$ cat config.mk
export PLATFORM = sky130hd
export DESIGN_NAME = bounce_emulator
export DESIGN_NICKNAME = d
export VERILOG_FILES = /design/src/rtl/bounce_emulator_pkg.sv /design/src/rtl/bounce_emulator_lfsr16.sv /design/src/rtl/bounce_emulator.sv
export SDC_FILE = /design/constraint.sdc
export NUM_CORES = 1
export LEC_CHECK = 0
export ABC_AREA = 0
export BUFFER_PORTS_ARGS = -buffer_cell sky130_fd_sc_hd__clkbuf_2
export CORE_ASPECT_RATIO = 1.25
export CORE_UTILIZATION = 35
export CTS_CLUSTER_SIZE = 25
export DETAILED_ROUTE_END_ITERATION = 6
export SYNTH_ARGS = -nofsm -noshare
export SYNTH_HDL_FRONTEND = slang
export SYNTH_SLANG_ARGS = --single-unit
$ cat constraint.sdc
create_clock -name clk -period 2.69 [get_ports clk]
set_input_delay 0.538 -clock clk [delete_from_list [all_inputs] [get_ports clk]]
set_output_delay 0.538 -clock clk [all_outputs]
set_load 0.005 [all_outputs]
$ cat src/rtl/bounce_emulator_pkg.sv
// Shared types and LFSR helper for the bounce emulator and related stimulus blocks.
package bounce_emulator_pkg;

    typedef enum logic [2:0] {
        S_IDLE    = 3'd0,
        S_EDGE    = 3'd1,
        S_SEGMENT = 3'd2,
        S_SETTLE  = 3'd3,
        S_DONE    = 3'd4
    } state_t;

    // Galois form of x^16 + x^14 + x^13 + x^11, right-shifting.
    localparam logic [15:0] LFSR_TAPS = 16'hB400;

    function automatic logic [15:0] lfsr_next(input logic [15:0] s);
        return s[0] ? ((s >> 1) ^ LFSR_TAPS) : (s >> 1);
    endfunction

endpackage

$ cat src/rtl/bounce_emulator_lfsr16.sv
// 16-bit Galois LFSR that advances only when enabled; a zero seed is forced to 1.
module bounce_emulator_lfsr16
    import bounce_emulator_pkg::*;
(
    input  logic        clk,
    input  logic        reset,
    input  logic        en,
    input  logic [15:0] seed,
    output logic [15:0] q
);

    logic [15:0] lfsr_q;
    logic [15:0] seed_fix;

    assign seed_fix = (seed == 16'h0000) ? 16'h0001 : seed;
    assign q        = lfsr_q;

    always_ff @(posedge clk) begin
        if (reset) begin
            lfsr_q <= seed_fix;
        end else if (en) begin
            lfsr_q <= lfsr_next(lfsr_q);
        end
    end

endmodule

$ cat src/rtl/bounce_emulator.sv
// Drives a 1-bit line to a target level through a burst of glitch pairs, then holds it
// for a settle period. start/level/bounces are sampled only while idle.
module bounce_emulator
    import bounce_emulator_pkg::*;
#(
    parameter int unsigned SEG_CYCLES    = 4,
    parameter logic [15:0] JITTER_MASK   = 16'h000F,
    parameter int unsigned SETTLE_CYCLES = 16,
    parameter int unsigned CNT_W         = 24,
    parameter logic [15:0] LFSR_SEED     = 16'hACE1,
    parameter logic        INIT_LEVEL    = 1'b0
) (
    input  logic       clk,
    input  logic       reset,
    input  logic       start,
    input  logic       level,
    input  logic [3:0] bounces,
    output logic       out,
    output logic       busy,
    output logic       done,
    output logic [2:0] dbg_state
);

    localparam longint unsigned SEG_MAX = longint'(SEG_CYCLES) + longint'(JITTER_MASK);
    localparam longint unsigned CNT_MAX = (64'd1 << CNT_W) - 64'd1;

    if (SEG_CYCLES < 1 || SETTLE_CYCLES < 1 || SEG_MAX > CNT_MAX
        || longint'(SETTLE_CYCLES) > CNT_MAX) begin : g_bad_params
        $error("bounce_emulator: SEG_CYCLES/JITTER_MASK/SETTLE_CYCLES do not fit CNT_W");
    end

    localparam logic [CNT_W-1:0] SEG_C        = CNT_W'(SEG_CYCLES);
    localparam logic [CNT_W-1:0] SETTLE_LOAD  = CNT_W'(SETTLE_CYCLES - 1);
    localparam logic [CNT_W-1:0] ONE          = CNT_W'(1);

    state_t           state_q;
    logic             out_q;
    logic             busy_q;
    logic             done_q;
    logic [CNT_W-1:0] cnt_q;
    logic [4:0]       edges_left_q;
    logic [15:0]      lfsr_q;
    logic [15:0]      jitter;
    logic [CNT_W-1:0] seg_len;

    bounce_emulator_lfsr16 u_lfsr (
        .clk   (clk),
        .reset (reset),
        .en    (busy_q),
        .seed  (LFSR_SEED),
        .q     (lfsr_q)
    );

    assign jitter  = lfsr_q & JITTER_MASK;
    assign seg_len = SEG_C + CNT_W'(jitter);

    // out toggles on the clock that enters EDGE, so out and the EDGE state are
    // visible in the same cycle; edges_left_q already counts that edge.
    always_ff @(posedge clk) begin
        if (reset) begin
            state_q      <= S_IDLE;
            out_q        <= INIT_LEVEL;
            busy_q       <= 1'b0;
            done_q       <= 1'b0;
            cnt_q        <= '0;
            edges_left_q <= '0;
        end else begin
            done_q <= 1'b0;
            case (state_q)
                S_IDLE: begin
                    if (start) begin
                        if (level != out_q) begin
                            out_q        <= ~out_q;
                            edges_left_q <= {bounces, 1'b0};
                            busy_q       <= 1'b1;
                            state_q      <= S_EDGE;
                        end else begin
                            done_q  <= 1'b1;
                            state_q <= S_DONE;
                        end
                    end
                end
                S_EDGE: begin
                    if (edges_left_q == 5'd0) begin
                        if (SETTLE_CYCLES == 1) begin
                            busy_q  <= 1'b0;
                            done_q  <= 1'b1;
                            state_q <= S_DONE;
                        end else begin
                            cnt_q   <= SETTLE_LOAD;
                            state_q <= S_SETTLE;
                        end
                    end else if (seg_len == ONE) begin
                        out_q        <= ~out_q;
                        edges_left_q <= edges_left_q - 5'd1;
                    end else begin
                        cnt_q   <= seg_len - ONE;
                        state_q <= S_SEGMENT;
                    end
                end
                S_SEGMENT: begin
                    if (cnt_q == ONE) begin
                        cnt_q        <= '0;
                        out_q        <= ~out_q;
                        edges_left_q <= edges_left_q - 5'd1;
                        state_q      <= S_EDGE;
                    end else begin
                        cnt_q <= cnt_q - ONE;
                    end
                end
                S_SETTLE: begin
                    if (cnt_q == ONE) begin
                        cnt_q   <= '0;
                        busy_q  <= 1'b0;
                        done_q  <= 1'b1;
                        state_q <= S_DONE;
                    end else begin
                        cnt_q <= cnt_q - ONE;
                    end
                end
                S_DONE: begin
                    state_q <= S_IDLE;
                end
                default: begin
                    busy_q  <= 1'b0;
                    state_q <= S_IDLE;
                end
            endcase
        end
    end

    assign out       = out_q;
    assign busy      = busy_q;
    assign done      = done_q;
    assign dbg_state = state_q;

endmodule
Word level (Yosys, flattened, before mapping). Cells that the tools add are included.

Eq/ne operators: 14. Mux-type cells: 32. $add $sub $neg: 4. Reduce and logical (&&, ||, !) cells: 10. Bitwise logic cells: 3.

Operators with widths (count): $mux W24 (3); $pmux W24 S2 (1); $mux W5 (5); $eq A24 B1 Y1 const B (1); $sub A24 B1 Y24 const B (1); $mux W3 (6); $mux W16 (1); $pmux W5 S3 (1); $ne A2 B2 Y1 const B (6); $pmux W3 S4 (1); $mux W1 (11); $reduce_and A4 Y1 (2); $eq A3 B2 Y1 const B (2); $pmux W1 S3 (2); $reduce_and A6 Y1 (1); $sub A5 B1 Y6 const B (1); $add A3 B4 Y5 const A (1); $eq A5 B1 Y1 const B (1); $logic_not A5 Y1 (1); $sub A5 B1 Y5 const B (1); $not A3 Y4 (1); $eq A3 B1 Y1 const B (1); $eq A3 B3 Y1 const B (1); $logic_not A3 Y1 (1); 9 further kinds (10).

Register bits: 51. Word-level logic and storage cells: 70.

Logic depth before layout (Yosys ltp).
Depth in word-level cells: 5. Depth in mapped cells: 8.

Modules after synthesis. Synthesis repeated with hierarchy kept, for this count alone.

Cells, all modules: 347. Area, all modules: 3022.9 µm².

Modules (own cells, without submodules): bounce_emulator (instances 1, cells each 299, area an instance 2263.4 µm²); bounce_emulator_lfsr16 (instances 1, cells each 48, area an instance 759.5 µm²).

Least setup slack after synthesis. OpenSTA, ideal clock, no wires.

Path kind: reg2reg. Start: register cnt_q[8]. End: register cnt_q[21]. Path slack: 0.319 ns. Cell stages (with the launch flop): 7. Arrival time: 2.246 ns. Path buffers: 1. Setup time: 0.125 ns. Path through: dfxtp_1 -> or3_1 -> buf_2 -> or4_4 -> or4_4 -> a2111oi_2 -> nor2_1.

Longest elaborated chain between the ends: 3.

RTL lines: from (decl) (RTL line bounce_emulator.sv:40) `logic [CNT_W-1:0] cnt_q;`; from (signal assigned) (RTL line bounce_emulator.sv:97) `cnt_q <= seg_len - ONE;`; from (signal assigned) (RTL line bounce_emulator.sv:108) `cnt_q <= cnt_q - ONE;`; from (signal assigned) (RTL line bounce_emulator.sv:118) `cnt_q <= cnt_q - ONE;`; $sub A24 B1 Y24 / $eq A24 B1 Y1 (equally long branches); $mux W24 * (RTL line bounce_emulator.sv:102, bounce_emulator.sv:112); $pmux W24 S2 * (RTL line bounce_emulator.sv:69) `case (state_q)`.

Every way passes the cells marked *; elsewhere a longest branch is shown, timed or not. A chain may end at the register's enable or synchronous reset.

Final worst setup path.
Start: register cnt_q[15]. End: register cnt_q[21].

Same word-level chain as after synthesis.

==> impl_metrics.env <==
export IMPL_status="finished, final reports clean"
export IMPL_ys_flop_type="dfxtp_1"
export IMPL_power_leakage_nw=1.17
export IMPL_syn_num_nets=366
export IMPL_place_area_um2=3030
export IMPL_clk_latency_ns=0.31
export IMPL_drv_cap=0
export IMPL_wl_per_cell_um=14.6
export IMPL_cts_path_max_buffers=2
export IMPL_critPathKind="register to register"
export IMPL_drive_gt1_share_pct=13.3
export IMPL_timing_rr_end="cnt_q[21]"
export IMPL_hold_viol=0
export IMPL_syn_avg_cell_area_um2=8.04
export IMPL_relSlewSlack_pct=49.3
export IMPL_initial_core_util_pct=36.1
export IMPL_drt_iter0_markers=131
export IMPL_path_clk_slew_ns=0.10
export IMPL_core_area_um2=7790
export IMPL_holdBufCountCts=0
export IMPL_async_reset_ff_share_pct=0
export IMPL_critPathSlowestCell="or4_1"
export IMPL_dp_cells=450
export IMPL_crit_path_cell_trace="or4_1, or4_4, or4_4, a2111oi_2, nor2_1"
export IMPL_cts_buffers=5
export IMPL_hpwl_mm=4.67
export IMPL_layout_cells_non_filler=457
export IMPL_crit_cells=5
export IMPL_critical_path_max_stage_delay_ns=0.58
export IMPL_die_width_um=82.2
export IMPL_vdd_drop_max_mv=0.614
export IMPL_rsz0062_at_grt="no"
export IMPL_max_freq_mhz=406
export IMPL_die_area_um2=8410
export IMPL_netlist_instances=350
export IMPL_min_period_over_period_pct=91.6
export IMPL_dr_total_vias=2574
export IMPL_drtPass1Iterations=4
export IMPL_layout_nets=378
export IMPL_cp_buffers_inverters=0
export IMPL_critical_path_top_delay_family="simple AND/OR/NAND/NOR gates"
export IMPL_yosysMostFrequentCell="dfxtp_1"
export IMPL_drc_errors=0
export IMPL_r2r_start="cnt_q[15]"
export IMPL_r2r_slack_ns=0.23
export IMPL_grt_pass1_vias=2367
export IMPL_synthDistinctLibCells=55
export IMPL_fin_tns_setup_ns=0
export IMPL_cts_tree="yes"
export IMPL_yosysSeqAreaShare_pct=36.3
export IMPL_synth_area_leader_cell="dfxtp_1"
export IMPL_cts_resized=0
export IMPL_finalInstanceArea_um2=3140
export IMPL_arrival_ns=2.67
export IMPL_grt_max_degree=38
export IMPL_synth_top_cell_area_share_pct=36.3
export IMPL_critPathMaxFanout=7
export IMPL_crit_required_ns=2.89
export IMPL_synth_area_um2=2820
export IMPL_slew_violations=0
export IMPL_setup_viol=0
export IMPL_cts_max_level=2
export IMPL_num_rows=36
export IMPL_vias_per_cell=5.63
export IMPL_die_h_um=102
export IMPL_r2r_cells=5
export IMPL_fin_ws_ns=0.227
export IMPL_period_needed_ns=2.46
export IMPL_boundaryPins=14
export IMPL_synth_edf_count=0
export IMPL_portBuffers=13
export IMPL_root_buffer="clkbuf_8"
export IMPL_cts_sinks=51
export IMPL_cp_common_cell="or4_4"
export IMPL_grt_ovfl_total=0
export IMPL_worst_pin_slew_ns=0.760
export IMPL_n_antenna_cell=0
export IMPL_cp_start_kind="register"
export IMPL_synth_seq_cells=51
export IMPL_pre_cts_ws_ns=0.214
export IMPL_cp_end_kind="register"
export IMPL_whs_endpoint="cnt_q[22]"
export IMPL_finalPower_w=0.00360
export IMPL_syn2layout_area_growth_pct=11.6
export IMPL_netlist_top_cells_count="dfxtp_1, nor2_1, nand2_1"
export IMPL_worstHoldPathCells=1
export IMPL_place_gp_congestion=0.788
export IMPL_ant_nets=0
export IMPL_finalClockSkew_ns=0.0126
export IMPL_synth_area_leaders="dfxtp_1, nor2_1, mux2i_1, a21oi_1, nand2_1"
export IMPL_postCtsSetupBuffers=0
export IMPL_holdCritStartpoint="cnt_q[22]"
export IMPL_grt_usage_pct=17.0
export IMPL_antenna_found_initial=0
export IMPL_grt_pass1_wl_mm=11.2
export IMPL_hold_class="register to register"
export IMPL_yosys_warnings=0
export IMPL_wirelength_mm=6.66
export IMPL_power_density_nw_per_um2=1150
[metrics by stage]
| stage | util [%] | hold WS [ns] |
|---|---|---|
| 2_1_floorplan | - | 0.434 |
| 3_3_place_gp | 38.9 | 0.453 |
| 3_5_place_dp | 38.9 | 0.454 |
| 4_1_cts | 40.2 | 0.479 |
| 5_1_grt | 40.3 | 0.491 |
| 6_report | 40.3 | 0.480 |
[sequential cells by signal (all words and copies together) (netlist names)]
name,flops
cnt_q,24
u_lfsr.q,16
edges_left_q,5
dbg_state,3
busy,1
done,1
out,1
[final cells by class]
| type | count | area (um^2) |
|---|---|---|
| Clock buffer | 6 | 72.6 |
| Fill cell | 821 | 4650 |
| Sequential cell | 51 | 1020 |
| Inverter | 16 | 60.1 |
| Tap cell | 95 | 119 |
| Multi-Input combinational cell | 258 | 1650 |
| Timing Repair Buffer | 30 | 193 |
| Clock inverter | 1 | 30.0 |
[kinds of logic after synthesis]
logic type / after synthesis / synth area share (%)
AO/OA/AOI/OAI: 93 / 22.3
buffers and inverters: 41 / 5.56
adder cells (fa/ha/maj): 8 / 3.56
multiplexers: 14 / 4.98
AND/OR/NAND/NOR: 135 / 24.9
flip-flops: 51 / 36.3
XOR/XNOR: 8 / 2.49
[placed cells by master (no fill, tap or decap), types with 11 or more instances in the layout]
cell type,n
clkbuf_2,13
inv_1,16
mux2i_1,14
nand2_1,29
buf_4,17
o21ai_0,12
nor2_1,38
a31oi_1,11
a21oi_1,27
nor3_1,12
dfxtp_1,51
[routing by layer]
metal	GRT usage (%)	wire, um
met2	30.3	3290
met5	0	0
met4	4.45	62
met3	2.95	281
met1	20.8	3020
[worst max-delay path by stage]
stage	from	slack, ns	end
global route	cnt_q[15]	0.12	cnt_q[21]
CTS	cnt_q[8]	0.18	edges_left_q[2]
finish	cnt_q[15]	0.23	cnt_q[21]
global placement	cnt_q[15]	0.26	cnt_q[21]
detailed placement	cnt_q[8]	0.21	edges_left_q[2]
floorplan	cnt_q[8]	0.32	cnt_q[21]
[power by group]
group          total, W  internal [W]  switching, W  leakage, nW
logic           0.00197      0.000796       0.00117        0.700
registers       0.00110      0.000917      0.000186        0.415
clock network  0.000526      0.000273      0.000253       0.0513
Power figures use the tool's default switching activity.
